### config.mk
export PLATFORM = sky130hd
export DESIGN_NAME = systolic_ctrl
export DESIGN_NICKNAME = d
export VERILOG_FILES = /design/src/rtl/systolic_pkg.sv /design/src/rtl/systolic_ctrl_skew_shift.sv /design/src/rtl/systolic_ctrl.sv
export SDC_FILE = /design/constraint.sdc
export NUM_CORES = 1
export LEC_CHECK = 0
export CAP_MARGIN = 20
export CORE_MARGIN = 2
export CORE_UTILIZATION = 30
export CTS_CLUSTER_DIAMETER = 30
export DETAILED_ROUTE_END_ITERATION = 16
export SLEW_MARGIN = 20
export SYNTH_ARGS = -nofsm -noshare
export SYNTH_HDL_FRONTEND = slang
export SYNTH_SLANG_ARGS = --single-unit
### constraint.sdc
create_clock -name clk -period 2.17 [get_ports clk]
set_input_delay 0.3255 -clock clk [delete_from_list [all_inputs] [get_ports clk]]
set_output_delay 0.3255 -clock clk [all_outputs]
set_load 0.02 [all_outputs]
### src/rtl/systolic_pkg.sv
// Shared types and default sizing for the systolic array controller and array top level.
package systolic_pkg;

  localparam int unsigned N_DEF  = 4;
  localparam int unsigned LW_DEF = 8;

  typedef enum logic [2:0] {
    IDLE,
    LOAD_W,
    WAIT_W,
    STREAM,
    DRAIN,
    DONE
  } state_e;

endpackage

### src/rtl/systolic_ctrl_skew_shift.sv
// Reset-clearable 1-bit shift register; taps[k] is din delayed k+1 cycles.
module skew_shift #(
  parameter int unsigned DEPTH = 4
) (
  input  logic             clk,
  input  logic             rst,
  input  logic             din,
  output logic [DEPTH-1:0] taps
);

  logic [DEPTH-1:0] sr_q;
  logic [DEPTH-1:0] sr_d;

  always_comb begin
    sr_d = {sr_q[DEPTH-2:0], din};
  end

  always_ff @(posedge clk or posedge rst) begin
    if (rst) begin
      sr_q <= '0;
    end else begin
      sr_q <= sr_d;
    end
  end

  assign taps = sr_q;

endmodule

### src/rtl/systolic_ctrl.sv
// Systolic array sequencer: weight load, activation stream, drain, done pulse.
// Define SYSTOLIC_CTRL_PERF_EN to add the cycle_cnt busy-cycle counter port.
module systolic_ctrl
  import systolic_pkg::*;
#(
  parameter int unsigned N  = N_DEF,
  parameter int unsigned LW = LW_DEF
) (
  input  logic          clk,
  input  logic          rst,
  input  logic          start,
  input  logic [LW-1:0] m_len,
  output logic          busy,
  output logic          w_rd_en,
  output logic [N-1:0]  wt_en,
  output logic          a_rd_en,
  output logic [N-1:0]  valid_in,
  output logic [N-1:0]  out_valid,
  output logic          done
`ifdef SYSTOLIC_CTRL_PERF_EN
  ,
  output logic [31:0]   cycle_cnt
`endif
);

  localparam int unsigned PW = $clog2(2 * N);
  localparam int unsigned SW = 2 * N;

  state_e          state_q, state_d;
  logic [PW-1:0]   phase_q, phase_d;
  logic [LW-1:0]   len_q, len_d;
  logic            busy_q, busy_d;
  logic            w_rd_en_q, w_rd_en_d;
  logic            a_rd_en_q, a_rd_en_d;
  logic            done_q, done_d;
  logic [N-1:0]    wt_en_q, wt_en_d;
  logic [SW-1:0]   skew_taps;

  // Next state; outputs are decoded from the next state so they register in step with it.
  always_comb begin
    state_d = state_q;
    phase_d = phase_q;
    len_d   = len_q;
    wt_en_d = '0;
    unique case (state_q)
      IDLE: begin
        if (start) begin
          len_d   = m_len;
          phase_d = '0;
          state_d = LOAD_W;
        end
      end
      LOAD_W: begin
        wt_en_d = N'(1) << phase_q;
        if (phase_q == PW'(N - 1)) begin
          phase_d = '0;
          state_d = WAIT_W;
        end else begin
          phase_d = phase_q + PW'(1);
        end
      end
      WAIT_W: begin
        state_d = (len_q != '0) ? STREAM : DONE;
      end
      STREAM: begin
        len_d = len_q - LW'(1);
        if (len_q == LW'(1)) begin
          state_d = DRAIN;
        end
      end
      DRAIN: begin
        if (phase_q == PW'(2 * N - 1)) begin
          phase_d = '0;
          state_d = DONE;
        end else begin
          phase_d = phase_q + PW'(1);
        end
      end
      DONE: begin
        state_d = IDLE;
      end
      default: begin
        state_d = IDLE;
      end
    endcase
    busy_d    = (state_d != IDLE);
    w_rd_en_d = (state_d == LOAD_W);
    a_rd_en_d = (state_d == STREAM);
    done_d    = (state_d == DONE);
  end

  always_ff @(posedge clk or posedge rst) begin
    if (rst) begin
      state_q   <= IDLE;
      phase_q   <= '0;
      len_q     <= '0;
      busy_q    <= 1'b0;
      w_rd_en_q <= 1'b0;
      a_rd_en_q <= 1'b0;
      done_q    <= 1'b0;
      wt_en_q   <= '0;
    end else begin
      state_q   <= state_d;
      phase_q   <= phase_d;
      len_q     <= len_d;
      busy_q    <= busy_d;
      w_rd_en_q <= w_rd_en_d;
      a_rd_en_q <= a_rd_en_d;
      done_q    <= done_d;
      wt_en_q   <= wt_en_d;
    end
  end

  // Row skew taps 0..N-1 feed valid_in; taps N..2N-1 give the bottom-edge result valids.
  skew_shift #(
    .DEPTH(SW)
  ) u_skew (
    .clk (clk),
    .rst (rst),
    .din (a_rd_en_q),
    .taps(skew_taps)
  );

  assign busy      = busy_q;
  assign w_rd_en   = w_rd_en_q;
  assign wt_en     = wt_en_q;
  assign a_rd_en   = a_rd_en_q;
  assign done      = done_q;
  assign valid_in  = skew_taps[N-1:0];
  assign out_valid = skew_taps[SW-1:N];

`ifdef SYSTOLIC_CTRL_PERF_EN
  localparam int unsigned CW = 32;

  logic [CW-1:0] cycle_cnt_q, cycle_cnt_d;

  // Saturating busy-cycle count, restarted on job acceptance.
  always_comb begin
    cycle_cnt_d = cycle_cnt_q;
    if (state_q == IDLE && start) begin
      cycle_cnt_d = '0;
    end else if (busy_q && (cycle_cnt_q != '1)) begin
      cycle_cnt_d = cycle_cnt_q + CW'(1);
    end
  end

  always_ff @(posedge clk or posedge rst) begin
    if (rst) begin
      cycle_cnt_q <= '0;
    end else begin
      cycle_cnt_q <= cycle_cnt_d;
    end
  end

  assign cycle_cnt = cycle_cnt_q;
`endif

endmodule

# [Word-level counts from Yosys, hierarchy flattened]
# Cells that the tools add are included.
[word_totals] out_inout_bits=16 in_bits=11 wordCells=43 ff_bits=30
[classes] n_reduce_logical=7 n_eq_ne=11 shift=1 n_mux=13 add_sub_neg=2
[op_table] op="3-bit 2-to-1 mux" count=8
[op_table] op="8-bit case mux with 2 select lines" count=1
[op_table] op="3-bit case mux with 5 select lines" count=1
[op_table] op="3-bit by 2-bit equality test with 1-bit output, second input constant" count=4
[op_table] op="3-bit equality test, second input constant" count=3
[op_table] op="3-bit case mux with 3 select lines" count=1
[op_table] op="8-bit by 1-bit equality test with 1-bit output, second input constant" count=1
[op_table] op="8-bit 2-to-1 mux" count=1
[op_table] op="8-bit nonzero test" count=1
[op_table] op="8-bit by 1-bit subtractor with 8-bit output, second input constant" count=1
[op_table] op="3-bit by 1-bit equality test with 1-bit output, second input constant" count=2
[op_table] op="3-bit nonzero test" count=2
[op_table] op="4-bit 2-to-1 mux" count=1
[op_table] op="2-bit AND reduction" count=2
[op_table] op="1-bit by 3-bit << shifter with 4-bit output, first input constant" count=1
[op_table] op="3-bit by 1-bit adder with 3-bit output, second input constant" count=1
[op_table] op="3-bit logical NOT" count=1
[op_table] op="2-bit inequality test, second input constant" count=1
[op_table] op="2-bit nonzero test" count=1

# [Longest topological paths before layout]
[depth] depth_word=4 depth_mapped=6 depth_no_buf=6

# [Cells and area by module]
# A second synthesis with hierarchy kept.
[hier_totals] cells_unflattened=142 hier_area_um2=1495.2
[modules_own_cells] mod="systolic_ctrl" seq_area_each_um2=550.5 area_per_inst_um2=1291.2 instances=1 cells_each=133
[modules_own_cells] mod="skew_shift" seq_area_each_um2=200.2 area_per_inst_um2=203.9 instances=1 cells_each=9

# [Least setup slack after synthesis]
# No wires, ideal clock.
[synth_path] path_kind="flip-flop to flip-flop" startpoint="register state_q[0]" endpoint="register len_q[5]" stages_incl_launch_ff=6 t_arrival_ps=1592 setup_time_ps=126 required_ps=2044 setup_slack_ps=452 n_path_buf=2 path_cell_list="dfrtp_1 -> buf_6 -> or4b_4 -> buf_6 -> and2_4 -> a221o_1"
[synth_via] elab_chain_cells=3 elab_cells_between_ends=6 cone_classes="eq/ne (2); mux (1); reduce/logical (3)"
[synth_rtl] item="from (decl)" line_no="systolic_ctrl.sv:29" source="state_e state_q, state_d;"
[synth_rtl] item="from (signal assigned)" line_no="systolic_ctrl.sv:103" source="state_q <= state_d;"
[synth_rtl] item="3-bit by 2-bit equality test with 1-bit output / 3-bit logical NOT (equally long branches)" line_no="systolic_ctrl.sv:45" source="unique case (state_q)"
[synth_rtl] item="2-bit nonzero test (no source line) / 2-bit inequality test (equally long branches)"
[synth_rtl] item="2-bit AND reduction (no source line)"
[synth_rtl] item="to (signal assigned)" line_no="systolic_ctrl.sv:105" source="len_q <= len_d;"
[synth_rtl] item="to (decl)" line_no="systolic_ctrl.sv:31" source="logic [LW-1:0] len_q, len_d;"
# Several ways; a longest one is shown, not always the timed one.
# A chain may end at the register's enable or synchronous reset.

# [Final worst setup path]
# Same ends and word-level chain as after synthesis.

==> run_results.csv <==
group,metric,value,unit
sta,worst_slew_margin_rel,65.0,%
worst_setup_path,critPathBufInv,0,
final_layout,design_area,0.00182,mm²
run,drv_cap,0,
clock_tree,cts_root_buf,"clkbuf_8",
clock_tree,cts_hold_buffers,0,
pwr,pwr-share-seq,46.3,%
routing,vias,1069,
sta,hold_viol,0,
final_layout,n_antenna_cell,0,
global_routing,grt_pass1_wl,4680,µm
routing,final_antenna_net_count,0,
yosys,syn_area_per_cell,11.1,µm²
worst_setup_path,r2r-end,"len_q[5]",
placed_design,dp_hpwl,2030,µm
final_layout,final_util,38.9,%
placed_design,post-place-cells,208,
die,start_util,30.9,%
sta,fmax,0.560,GHz
worst_setup_path,required,2.33,ns
worst_setup_path,worstSetupPathType,"flip-flop to flip-flop",
sta,hold_ws,0.377,ns
worst_setup_path,cp_cell_sequence,"or4b_4 > and2_4 > a221o_1",
clock_tree,cts_tree,"built",
min_path,min_from,"u_skew.taps[1]",
global_routing,antenna_found_initial,0,
yosys,synth_common_cells,"30 x dfrtp_1, 13 x inv_1, 12 x nor2_1, 10 x ha_1, 7 x a21oi_1",
placed_design,gp_congestion,0.783,
min_path,worst_hold_path_type,"flip-flop to flip-flop",
clock_tree,clockBufferDepth,2,
yosys,ys_seq_area_share,51.7,%
yosys,synthFlopType,"dfrtp_1",
pwr,p_comb_share,28.7,%
yosys,syn_area,0.00145,mm²
routing,dr.pass1.iters,4,
die,coreArea,0.00469,mm²
pwr,switching_share,32.7,%
yosys,syn_nets,152,
placed_design,portBuffers,26,
die,io_pins,27,
worst_setup_path,cpMaxStageDelayCell,"or4b_4",
clock_tree,post_cts_buffers,0,
die,die_area,0.00541,mm²
worst_setup_path,ff2ff_path_depth,3,
sta,min_period_over_period,82.2,%
die,die_x,73.6,µm
pwr,p_sw,0.543,mW
pwr,clock_power_share,25.0,%
die,die_h,73.6,µm
clock_tree,clock_sinks,30,
yosys,synth_area_leaders,"dfrtp_1 52%, ha_1 8.6%, inv_1 3.4%",
yosys,yosysMostFrequentCell,"dfrtp_1",
yosys,ys_seq_elements,30,
global_routing,grt_pass1_vias,1078,
sta,tns,0,ns
pwr,power.internal,1.11,mW
clock_tree,clk_pin_slew,0.06,ns
worst_setup_path,critPathArrivalTime,1.94,ns
sta,drv_slew,0,
sta,rsz0062_at_grt,"no",
yosys,ys_async_sr_fraction,100,%
clock_tree,clkLatencyLatePin,0.27,ns
min_path,holdPathStages,0,
worst_setup_path,path_max_fanout,11,
placed_design,postPlaceCellArea,0.00175,mm²
routing,via_per_inst,4.97,
routing,drt_iter0_drc,39,
global_routing,grt-ovfl-total,0,
die,rows,25,
pwr,p_leak,0.804,nW
worst_setup_path,cp-start-kind,"flip-flop",
global_routing,grt_max_degree,31,
run_status,status,"completed",
yosys,synth_edf_count,0,
yosys,ys_warn_count,0,
final_layout,fillers,448,
clock_tree,htreeDepth,2,
worst_setup_path,cpPeakStageDelay,0.66,ns
pwr,vdd_ir_drop_max,277,µV
min_path,worstHoldEndpoint,"u_skew.taps[2]",
sta,layout_min_cycle_time,1.78,ns
sta,finalClockSkew,0.00394,ns
routing,drc,0,
yosys,synth_top_area_share,51.7,%
worst_setup_path,r2r-start,"state_q[0]",
sta,setup_ws,0.386,ns
clock_tree,post_cts_resized,0,
sta,finalSetupViolCount,0,
routing,routed_wl,2790,µm
pwr,power_density,909,mW/mm²
final_layout,final_cells,215,
sta,worstMarginPinSlew,0.520,ns
worst_setup_path,cp_top_family,"simple AND/OR/NAND/NOR gates",
final_layout,area.growth.synth_to_final,25.6,%
worst_setup_path,worstSetupEndpointType,"flip-flop",
clock_tree,numCtsBuffers,5,
yosys,synth_area_leader_cell,"dfrtp_1",
placed_design,place_ws,0.160,ns
yosys,synth_cells,131,
routing,wl_per_cell,13.0,µm
final_layout,nets,182,
pwr,total_power,1.66,mW
yosys,synthDistinctLibCells,38,
final_layout,final_layout_size_suffix_gt1_share,11.8,%
global_routing,globalRouteTotalUtil,11.3,%
worst_setup_path,ff2ff_setup_slack,0.39,ns
[kinds of logic after synthesis]
group                    synth area share, %
adder cells (fa/ha/maj)                 8.62
multiplexers                            2.24
AO/OA/AOI/OAI                           12.3
AND/OR/NAND/NOR                         17.9
buffers and inverters                   7.16
flip-flops                              51.7
[worst reg2reg max path, stage by stage, from the launching register on]
cell	delay (ns)
dfrtp_1	0.50
or4b_4	0.66
and2_4	0.19
a221o_1	0.32
[worst max-delay path by stage]
stage	cells after the start	to	start	slack, ns
6_report	3	len_q[5]	state_q[0]	0.39
3_5_place_dp	4	len_q[5]	start	0.16
4_1_cts	3	len_q[5]	state_q[0]	0.39
2_1_floorplan	5	len_q[5]	state_q[0]	0.45
5_1_grt	4	len_q[6]	state_q[0]	0.27
3_3_place_gp	4	len_q[5]	start	0.20
[cells in the final DEF (no fill, tap or decap), types with 5 or more instances in the layout]
master,instances
nor2_1,12
o21ai_0,5
dfrtp_1,30
clkdlybuf4s50_1,26
nand2_1,5
inv_1,13
and2_1,5
clkbuf_8,5
ha_1,10
a21oi_1,7
[metal layers]
layer  up-vias  part of all wire, %  global-route usage, %
met4         0                  3.1                   6.46
met2        28                   50                   19.0
met5         -                    0                      0
li1        518                    -                      -
met3         9                  4.7                   3.16
met1       514                   42                   12.8
[state kept, by name (all words and copies together), names as in the netlist]
register and count:
state_q 3, wt_en 4, done 1, phase_q 3
busy 1, u_skew.taps 8, w_rd_en 1, a_rd_en 1
len_q 8
[power by group through the flow]
stage	registers (mW)	clock network [mW]	logic, mW
after detailed placement	0.775	0	0.480
final	0.767	0.415	0.476
after global routing	0.784	0.443	0.548
after floorplan	0.767	0	0.342
after CTS	0.767	0.422	0.480
after global placement	0.769	0	0.450
[area by class of cell]
type	count	area, µm²	share of cell area [%]
inverter	13	48.8	2.68
sequential	30	751	41.2
timing repair buffer	29	283	15.5
clock buffer	7	76.3	4.19
tap	54	67.6	3.71
multi-input combinational	82	597	32.7
No activity file was read; power rests on OpenSTA's default activity.
